### src/rtl/fifo_rd_ctrl.sv
// Read side of an asynchronous FIFO: synchronizes the write pointer, tracks the read pointer,
// and prefetches memory words into a 2-entry output queue so one word per cycle can be streamed.
module fifo_rd_ctrl #(
    parameter int DATA_WIDTH = 8,
    parameter int ADDR_WIDTH = 4
) (
    input  logic                  rclk,
    input  logic                  rrst,
    input  logic [ADDR_WIDTH:0]   wptr_gray,
    output logic [ADDR_WIDTH:0]   rptr_gray,
    output logic [ADDR_WIDTH-1:0] raddr,
    output logic                  ren,
    input  logic [DATA_WIDTH-1:0] mem_rdata,
    output logic [DATA_WIDTH-1:0] rdata,
    output logic                  rvalid,
    input  logic                  rready,
    output logic                  rempty
);

    localparam int PW = ADDR_WIDTH + 1;

    logic [PW-1:0]         rq1_q, rq2_q;
    logic [PW-1:0]         rbin_q, rbin_d;
    logic [PW-1:0]         rptr_gray_q, rgray_d;
    logic                  rempty_q;
    logic                  inflight_q;
    logic [1:0]            occ_q, occ_d;
    logic [DATA_WIDTH-1:0] q0_q, q0_d, q1_q, q1_d;
    logic                  pop, push, ren_c;
    logic [2:0]            fill;

    always_comb begin
        pop    = (occ_q != 2'd0) && rready;
        push   = inflight_q;
        // Words that will occupy the queue once the outstanding read lands, after this cycle's pop.
        fill   = {1'b0, occ_q} + {2'b00, inflight_q} - {2'b00, pop};
        ren_c  = !rrst && !rempty_q && (fill < 3'd2);
        rbin_d = rbin_q + {{ADDR_WIDTH{1'b0}}, ren_c};
        rgray_d = (rbin_d >> 1) ^ rbin_d;
    end

    always_comb begin
        occ_d = occ_q;
        q0_d  = q0_q;
        q1_d  = q1_q;
        case ({push, pop})
            2'b10: begin
                if (occ_q == 2'd0) q0_d = mem_rdata;
                else               q1_d = mem_rdata;
                occ_d = occ_q + 2'd1;
            end
            2'b01: begin
                q0_d  = q1_q;
                occ_d = occ_q - 2'd1;
            end
            2'b11: begin
                if (occ_q == 2'd1) begin
                    q0_d = mem_rdata;
                end else begin
                    q0_d = q1_q;
                    q1_d = mem_rdata;
                end
            end
            default: ;
        endcase
    end

    always_ff @(posedge rclk) begin
        if (rrst) begin
            rq1_q       <= '0;
            rq2_q       <= '0;
            rbin_q      <= '0;
            rptr_gray_q <= '0;
            rempty_q    <= 1'b1;
            inflight_q  <= 1'b0;
            occ_q       <= 2'd0;
            q0_q        <= '0;
            q1_q        <= '0;
        end else begin
            rq1_q       <= wptr_gray;
            rq2_q       <= rq1_q;
            rbin_q      <= rbin_d;
            rptr_gray_q <= rgray_d;
            rempty_q    <= (rgray_d == rq2_q);
            inflight_q  <= ren_c;
            occ_q       <= occ_d;
            q0_q        <= q0_d;
            q1_q        <= q1_d;
        end
    end

    assign rptr_gray = rptr_gray_q;
    assign raddr     = rbin_q[ADDR_WIDTH-1:0];
    assign ren       = ren_c;
    assign rdata     = q0_q;
    assign rvalid    = (occ_q != 2'd0);
    assign rempty    = rempty_q;

endmodule

### config.mk
export PLATFORM = sky130hd
export DESIGN_NAME = fifo_rd_ctrl
export DESIGN_NICKNAME = d
export VERILOG_FILES = /design/src/rtl/fifo_rd_ctrl.sv
export SDC_FILE = /design/constraint.sdc
export NUM_CORES = 1
export LEC_CHECK = 0
export ABC_AREA = 1
export BUFFER_PORTS_ARGS = -buffer_cell sky130_fd_sc_hd__buf_4
export CAP_MARGIN = 10
export CORE_ASPECT_RATIO = 1.5
export CORE_MARGIN = 5
export CORE_UTILIZATION = 30
export DETAILED_ROUTE_END_ITERATION = 8
export SYNTH_ARGS = -nofsm -noshare
export SYNTH_HDL_FRONTEND = slang
export SYNTH_SLANG_ARGS = --single-unit
### constraint.sdc
create_clock -name rclk -period 5.8 [get_ports rclk]
set_clock_uncertainty 0.1 [all_clocks]
set_input_delay 0.29 -clock rclk [delete_from_list [all_inputs] [get_ports rclk]]
set_output_delay 0.29 -clock rclk [all_outputs]
set_load 0.05 [all_outputs]
Word-level counts from Yosys, hierarchy flattened:

Index checks and enable logic that the tools add are counted.

* div/mod/pow operators: 0
* shift-type cells: 0
* order comparisons: 1
* muxes and demuxes: 7
* $add $sub $neg: 5
* bitwise operators: 1
* multiply operators: 0
* reductions and logical operators: 12
* equal/unequal tests: 8

Operator list (number)
* 2-to-1 mux 8 bit: 4
* case mux 8 bit (3 select lines): 1
* case mux 8 bit (2 select lines): 1
* != test 2 bit, second input constant: 3
* nonzero test 2 bit: 3
* adder 5 x 1 -> 5 bit: 1
* equality test 5 bit: 1
* XOR 4 x 5 -> 5 bit: 1
* equality test 2 x 1 -> 1 bit, second input constant: 2
* equality test 2 bit, second input constant: 2
* case mux 2 bit (2 select lines): 1
* adder 2 x 1 -> 3 bit: 1
* logical AND 1 bit: 3
* < comparator 3 x 2 -> 1 bit, second input constant: 1
* AND reduction 3 bit: 1
* nonzero test 3 bit: 1
* subtractor 3 x 1 -> 3 bit: 1
* adder 2 x 1 -> 2 bit, second input constant: 1
* logical NOT 1 bit: 2
* logical NOT 2 bit: 1
* AND reduction 2 bit: 1
* subtractor 2 x 1 -> 2 bit, second input constant: 1

* RAM bits: 0
* memory bits (read-only): 0
* memories: 0
* register bits after elaboration: 40
* latch bits: 0
* output and inout bits: 20
* logic and storage cells: 43
* input port bits: 16

Longest topological paths before layout:

Gate-level depths: netlist of the first run.

* depth after elaboration: 8
* gate-level depth with buffers: 21
* depth with buffers taken out: 21

Worst setup path after synthesis of the first run:

OpenSTA, ideal clock, no wires.

* path kind: reg-to-reg
* start: register occ_q[1]
* end: register rempty_q, in the netlist rempty
* stages on the path, launching flop included: 21
* path buffers: 0
* library setup time: 0.123 ns
* arrival time: 4.113 ns
* path slack: 1.464 ns
* cell sequence: dfxtp_1 inv_1 ha_1 nor2_4 inv_2 nor2_1 o21ai_0 fa_1 nand2_1 nor3_1 ha_1 ha_1 nand3_1 nand2_1 nand2_1 inv_1 nand2_1 nand3_1 nand2_1 nand3_1 nand2_1

* word-level cells in the longest chain between the ends: 8
* elaborated cells between the ends (all ways): 9
* those cells by class: add/sub (3); order compare (1); eq/ne (1); bitwise (1); reduce/logical (3)

Ends and longest elaborated chain
* from (decl): RTL line 27 `logic [1:0] occ_q, occ_d;`
* from (signal assigned): RTL line 76 `occ_q <= 2'd0;`
* from (signal assigned): RTL line 86 `occ_q <= occ_d;`
* branches (longest 2 deep; another with adder 2 x 1 -> 3 bit)
* subtractor 3 x 1 -> 3 bit *: RTL line 36 `fill = {1'b0, occ_q} + {2'b00, inflight_q} - {2'b00, pop};`
* < comparator 3 x 2 -> 1 bit *: RTL line 37 `ren_c = !rrst && !rempty_q && (fill < 3'd2);`
* logical AND 1 bit *: RTL line 37
* via ren: RTL line 12 `output logic ren,`
* adder 5 x 1 -> 5 bit *: RTL line 38 `rbin_d = rbin_q + {{ADDR_WIDTH{1'b0}}, ren_c};`
* XOR 4 x 5 -> 5 bit *: RTL line 39 `rgray_d = (rbin_d >> 1) ^ rbin_d;`
* equality test 5 bit *: RTL line 84 `rempty_q <= (rgray_d == rq2_q);`
* to (signal assigned): RTL line 84
* to (decl): RTL line 25 `logic rempty_q;`

Mark *: on every way through the listed nets, which the timed path passes.
A chain may end at the register's enable or synchronous reset.

Final worst setup path of the first run:

* start: register occ_q[1]
* end: register rempty_q, in the netlist rempty

* word-level cells in the longest chain between the ends: 8
* elaborated cells between the ends (all ways): 9
* those cells by class: add/sub (3); order compare (1); eq/ne (1); bitwise (1); reduce/logical (3)

Ends and longest elaborated chain (RTL line)
* branches (longest 2 deep; another with adder 2 x 1 -> 3 bit)
* subtractor 3 x 1 -> 3 bit *: 36
* < comparator 3 x 2 -> 1 bit *: 37
* logical AND 1 bit *: 37
* adder 5 x 1 -> 5 bit *: 38
* XOR 4 x 5 -> 5 bit *: 39
* equality test 5 bit *: 84

Mark *: on every way between the ends.

==> results.md, run 1 <==
- Hold endpoint: rq1_q[3]
- Clk_lat worst skew: 0.29 ns
- Largest net degree at the start of global routing: 22
- CTS tree: yes
- WP data required: 5.86 ns
- CP startpoint kind: flip-flop
- PD cells: 477.9 mW/mm^2
- Reg-to-reg slack, setup: 2.14 ns
- R2R cell count: 20
- Number of port buffers: 35
- Initial Util: 0.3103
- Die Y: 102.6 um
- Largest cells by area after synthesis: dfxtp_1 (45%), inv_1 (8.3%), nand2_1 (7.0%), a21oi_1 (5.5%), o21ai_0 (5.0%)
- CP max FO: 5
- HP Start: wptr_gray[3]
- Fmax: 273.5 MHz
- DRT iter0 DRCs: 67
- Crit-path slowest cell: fa_1
- Power, Total: 1028 uW
- Syn nets: 236
- Layout cells sized above 1: 0.2151
- CP peak stage delay: 0.50 ns
- Status: finished clean
- Initial antenna violation count: 0
- Clk slew on worst S/H paths: 0.08 ns
- GRT Util Overall: 0.1082
- Worst VDD drop: 210.3 uV
- Type of the worst setup path: flip-flop to flip-flop
- Vias in the first global route: 1398
- Fin crit share: 0.6304
- DRT Wirelength: 3.772 mm
- Num CTS Buffers: 5
- Synth Instances: 213
- Tmin final: 3.657 ns
- Max_cap viols: 0
- R2r startpoint: occ_q[1]
- Remaining global-route overflow: 0
- Reg2reg end: rempty
- RSZ-0062 raised after global routing: false
- Ports: 36
- Number of synthesis warnings: 0
- Fill cells: 596
- Clock Tree Buf Depth: 2
- Final HPWL DP: 2.796 mm
- Min-delay worst type: input pin to flip-flop
- Setup TNS: 0 ns
- CTS sink cnt: 39
- Row count: 33
- Synth top area share: 0.4548
- Ys async rst share: 0
- CP Buf/Inv Count: 3
- Crit path DAT: 3.72 ns
- Cell Chain, Critical Path: inv_1 -> ha_1 -> nor2_4 -> inv_2 -> nor2_1 -> o21ai_0 -> fa_1 -> nand2_1 -> nor3_1 -> ha_1 -> ha_1 -> nand3_1 -> nand2_1 -> nand2_1 -> inv_1 -> nand2_1 -> nand3_1 -> nand2_1 -> nand3_1 -> nand2_1
- Pre-Repair DR Iteration Count: 4
- Die Wd: 71.77 um
- Kind of cell adding the most delay to the critical path: simple AND/OR/NAND/NOR gates
- Mapped Area: 0.001717 mm^2
- Via count: 1448
- Full die area: 0.007366 mm^2
- Count of final max-slew check failures: 0
- Slew Limit Headroom: 0.6077
- Worst-margin pin slew: 0.5878 ns
- Setup crit end kind: flip-flop
- Drt drc: 0
- Post-CTS Hold Buffers: 0
- Final hold vios: 0
- Nets: 273
- #FFs+latches synth: 39
- Sequential-to-total area share from yosys stat: 0.4548
- Post-DR vias/cell: 4.511
- Post-synth top area cell: dfxtp_1
- Htree depth: 2
- Antenna viol nets, final: 0
- Avg WL per Cell: 11.75 um
- Leak pwr: 0.001009 uW
- CTS resizes: 0
- Antenna cells: 0
- Final setup fails: 0
- P&R area growth vs syn: 25.29%
- Most common cell on crit path: nand2_1
- Gpl congestion: 0.8534
- Predominant post-synthesis flop cell: dfxtp_1
- Syn_area_per_cell: 8.059 um^2
- Yosys cell types: 26
- Core Area: 0.005533 mm^2
- EDFF count, synth: 0
- Root Buffer: clkbuf_8
- First-pass GRT wire length: 6.216 mm
- Most frequent cell after synthesis: dfxtp_1
- Postcts setup bufs: 0
- Top cells by count, synth: dfxtp_1 (39), inv_1 (38), nand2_1 (32), a21oi_1 (19), nor2_1 (19)
- Hold Path Depth: 3
-- routing by layer --
metal,part of all wire,GRT usage
met3,0.043,0.02244
met1,0.41,0.1172
met2,0.53,0.2004
met4,0.018,0.04776
met5,0,0
-- worst register-to-register path, stage by stage, from the launching register on --
cell and delay [ns]:
dfxtp_1 0.40, inv_1 0.10, ha_1 0.23, nor2_4 0.21, inv_2 0.09, nor2_1 0.18
o21ai_0 0.14, fa_1 0.50, nand2_1 0.06, nor3_1 0.30, ha_1 0.27, ha_1 0.23
nand3_1 0.09, nand2_1 0.07, nand2_1 0.13, inv_1 0.10, nand2_1 0.07, nand3_1 0.07
nand2_1 0.07, nand3_1 0.09, nand2_1 0.05
-- cells in the final DEF (no fill, tap or decap), types with 3 or more instances in the layout --
master / synthesis / final
o21ai_0: 17 / 17
buf_4: 0 / 35
nand3_1: 9 / 9
nor2_1: 19 / 19
nand2_1: 32 / 32
ha_1: 6 / 6
dfxtp_1: 39 / 39
a21oi_1: 19 / 19
clkbuf_8: 0 / 6
inv_1: 38 / 38
a22oi_1: 8 / 8
nand4_1: 3 / 3
-- flip-flops by register name, summed over array words and instances, names as in the netlist --
name,cells
rptr_gray,4
occ_q,2
q1_q,8
rdata,8
rbin_q,5
rq1_q,5
inflight_q,1
rq2_q,5
rempty,1
-- area by class of cell --
| cell class | instances | area, um^2 | area share |
|---|---|---|---|
| sequential | 39 | 780.7 | 0.3630 |
| clock inverter | 2 | 35.03 | 0.01629 |
| inverter | 39 | 146.4 | 0.06806 |
| timing repair buffer | 35 | 262.8 | 0.1222 |
| multi-input combinational | 130 | 755.7 | 0.3514 |
| clock buffer | 6 | 82.58 | 0.03839 |
| tap | 70 | 87.58 | 0.04072 |
-- stage by stage --
stage,instances,setup slack (ns),hold slack (ns),instance area [um^2],utilization
finish,321,2.143,0.09719,2151,0.3887
global route,321,1.762,0.1149,2151,0.3887
CTS,321,2.114,0.09438,2151,0.3887
detailed placement,313,2.139,0.2964,2033,0.3675
global placement,313,2.312,0.2907,2033,0.3675
floorplan,213,1.464,0.2883,1717,-
-- cell families (layout without fill, tap and decap cells) --
group,Yosys count,count (layout),share of synthesized area
AOI/OAI and AO/OA,51,51,0.1917
xor gates and xnor gates,3,3,0.01531
adders and majority gates,7,7,0.05539
DFF,39,39,0.4548
and+or+nand+nor,69,69,0.1778
buffers and inverters,44,82,0.1050
-- worst max path at each step --
| stage | to | slack, ns | from | depth (start not counted) |
|---|---|---|---|---|
| after detailed placement | rempty | 2.14 | occ_q[1] | 20 |
| after CTS | rempty | 2.11 | occ_q[1] | 20 |
| after global placement | rempty | 2.31 | occ_q[1] | 20 |
| after global routing | rempty | 1.76 | occ_q[1] | 20 |
| after floorplan | rempty | 1.46 | occ_q[1] | 20 |
| final | rempty | 2.14 | occ_q[1] | 20 |
-- where the power goes --
part           switching [uW]  leakage, uW  internal, uW  total, uW
sequential               33.6     0.000319           328        362
clock                    94.4    0.0000612           139        234
combinational             298     0.000629           134        432
total                     426      0.00101           602       1030
Note: power is estimated with default switching activity, not from simulation.
==> run 2: changes to the inputs <==
Clock period 5.8 ns to 3.5 ns, I/O delays scaled along.
==> run 2 against run 1 <==
Against the previous run: combinational power is 74% higher; final area increased by 4.2%; worst setup slack worse by 1.9 ns; hold slack got worse by 0.049 ns; critical path type unchanged; critical endpoint unchanged.
==> results.md, run 2 (synthesis results as in run 1) <==
- Status: finished clean (unchanged)
- R2R cell count: 20 (unchanged)
- Crit path DAT: 3.37 ns (was 3.72 ns)
- Die Y: 102.6 um (unchanged)
- Final setup fails: 0 (unchanged)
- Post-route insts no fill: 330 (was 321)
- Type of the worst setup path: flip-flop to flip-flop (unchanged)
- Final hold vios: 0 (unchanged)
- Most common cell on crit path: nand2_1 (unchanged)
- Via count: 1452 (was 1448)
- Post-DR vias/cell: 4.400 (was 4.511)
- CTS sink cnt: 39 (unchanged)
- Antenna viol nets, final: 0 (unchanged)
- Leak pwr: 0.001036 uW (was 0.001009 uW)
- Cell Chain, Critical Path: inv_1 -> ha_2 -> nor2_4 -> inv_2 -> nor2_4 -> o21ai_0 -> fa_1 -> nand2_1 -> nor3_4 -> ha_4 -> ha_2 -> inv_1 -> nand2_1 -> nand2_1 -> nand2_1 -> nand2_1 -> nand3_1 -> nor2_2 -> nand3_1 -> nand2_1 (was inv_1 -> ha_1 -> nor2_4 -> inv_2 -> nor2_1 -> o21ai_0 -> fa_1 -> nand2_1 -> nor3_1 -> ha_1 -> ha_1 -> nand3_1 -> nand2_1 -> nand2_1 -> inv_1 -> nand2_1 -> nand3_1 -> nand2_1 -> nand3_1 -> nand2_1)
- Worst VDD drop: 357.8 uV (was 210.3 uV)
- Gpl congestion: 0.6769 (was 0.8534)
- DRT Wirelength: 3.531 mm (was 3.772 mm)
- Clk slew on worst S/H paths: 0.07 ns (was 0.08 ns)
- Nets: 282 (was 273)
- CTS tree: yes (unchanged)
- WP data required: 3.63 ns (was 5.86 ns)
- Largest net degree at the start of global routing: 22 (unchanged)
- Root Buffer: clkbuf_8 (unchanged)
- Fin crit share: 0.9241 (was 0.6304)
- Remaining global-route overflow: 0 (unchanged)
- Met2 GRT Util: 0.1671 (was 0.2004)
- Drt drc: 0 (unchanged)
- Setup TNS: 0 ns (unchanged)
- Worst-margin pin slew: 0.4524 ns (was 0.5878 ns)
- Core Area: 0.005533 mm^2 (unchanged)
- CP max FO: 4 (was 5)
- Placed cells: 314 (was 313)
- CP peak stage delay: 0.50 ns (about the same)
- Initial antenna violation count: 0 (unchanged)
- Pre-Repair DR Iteration Count: 4 (unchanged)
- Avg WL per Cell: 10.70 um (was 11.75 um)
- PD cells: 735.2 mW/mm^2 (was 477.9 mW/mm^2)
- DRT iter0 DRCs: 41 (was 67)
- Full die area: 0.007366 mm^2 (unchanged)
- Number of port buffers: 35 (unchanged)
- Hold Path Depth: 3 (unchanged)
- Commonest non-fill, non-tap cell in the layout: buf_4 (was dfxtp_1)
- First-pass GRT wire length: 5.823 mm (was 6.216 mm)
- Ports: 36 (unchanged)
- Clock Tree Buf Depth: 2 (unchanged)
- CP startpoint kind: flip-flop (unchanged)
- Crit-path slowest cell: fa_1 (unchanged)
- Row count: 33 (unchanged)
- Min-delay worst type: input pin to flip-flop (unchanged)
- Max_cap viols: 0 (unchanged)
- Fmax: 309.2 MHz (was 273.5 MHz)
- Die Wd: 71.77 um (unchanged)
- Top Usage Layer GRT: met2 (unchanged)
- GRT Util Overall: 0.09996 (was 0.1082)
- Slew Limit Headroom: 0.6969 (was 0.6077)
- Count of final max-slew check failures: 0 (unchanged)
- Htree depth: 2 (unchanged)
- Clk_lat worst skew: 0.29 ns (about the same)
- P&R area growth vs syn: 30.54% (was 25.29%)
- Initial Util: 0.3103 (unchanged)
- Most frequent cells in the layout: buf_4 (39), inv_1 (38), dfxtp_1 (37) (was dfxtp_1 (39), inv_1 (38), buf_4 (35))
- Layout cells sized above 1: 0.2538 (was 0.2151)
- Num CTS Buffers: 5 (unchanged)
- Met1 Use GR: 0.1138 (was 0.1172)
- Antenna cells: 0 (unchanged)
- Met3 GRT Util: 0.03024 (was 0.02244)
- Tmin final: 3.234 ns (was 3.657 ns)
- Vias in the first global route: 1370 (was 1398)
- Final HPWL DP: 2.566 mm (was 2.796 mm)
- Setup crit end kind: flip-flop (unchanged)
-- run 2: metrics by stage --
| stage | total power, uW | area [um^2] | util | worst slack (ns) | hold slack (ns) |
|---|---|---|---|---|---|
| floorplan | 1172 | 1739 | - | 0.02179 | 0.1820 |
| global placement | 1331 | 2063 | 0.3729 | 0.2359 | 0.2750 |
| detailed placement | 1340 | 2063 | 0.3729 | 0.1886 | 0.2808 |
| CTS | 1637 | 2197 | 0.3971 | 0.1534 | 0.04402 |
| global route | 1765 | 2241 | 0.4050 | -0.02075 | 0.06352 |
| finish | 1648 | 2241 | 0.4050 | 0.2656 | 0.04865 |
-- run 2: power by group --
part | internal (uW) | switching, uW | leakage (uW)
Combinational | 248 | 501 | 0.000668
Sequential | 548 | 60.5 | 0.000320
Clock | 136 | 153 | 0.0000477
Total | 932 | 715 | 0.00104
-- run 2: worst paths after layout --
kind / startpoint / to / slack, ns
setup / recovery: occ_q[0] / rempty / 0.27
hold / removal: mem_rdata[7] / q1_q[7] / 0.05
hold reg to reg: rq1_q[4] / rq2_q[4] / 0.30
setup reg to reg: occ_q[0] / rempty / 0.27
-- run 2: routing by layer --
metal | vias up | routed length, um
met4 | 0 | 76
met3 | 6 | 270
met5 | - | 0
met1 | 639 | 1544
met2 | 35 | 1641
li1 | 772 | -
-- run 2: final cells by class --
cell class              instances  area, um^2
clock buffers                   5       68.82
clock inverters                 3       15.01
fillers                       569        3292
inverters                      39       146.4
multi-input cells             130       794.5
flip-flops and latches         39       785.8
well taps                      70       87.58
repair buffers                 44       342.8
-- run 2: worst max-delay path, delay by kind of cell, from the launching register on --
kind	cells	cell delay (ns)
compound gates	1	0.10
fa+ha+maj	4	1.16
buf+inv	3	0.26
flops	1	0.37
simple gates	12	1.18
-- run 2: timing repair --
item | in CTS | in global routing
resized for setup | 0 | 5
setup endpoints to repair | 0 | 1
endpoints found under the hold margin | 5 | 0
hold buffers | 5 | 0
setup buffers | 0 | 3
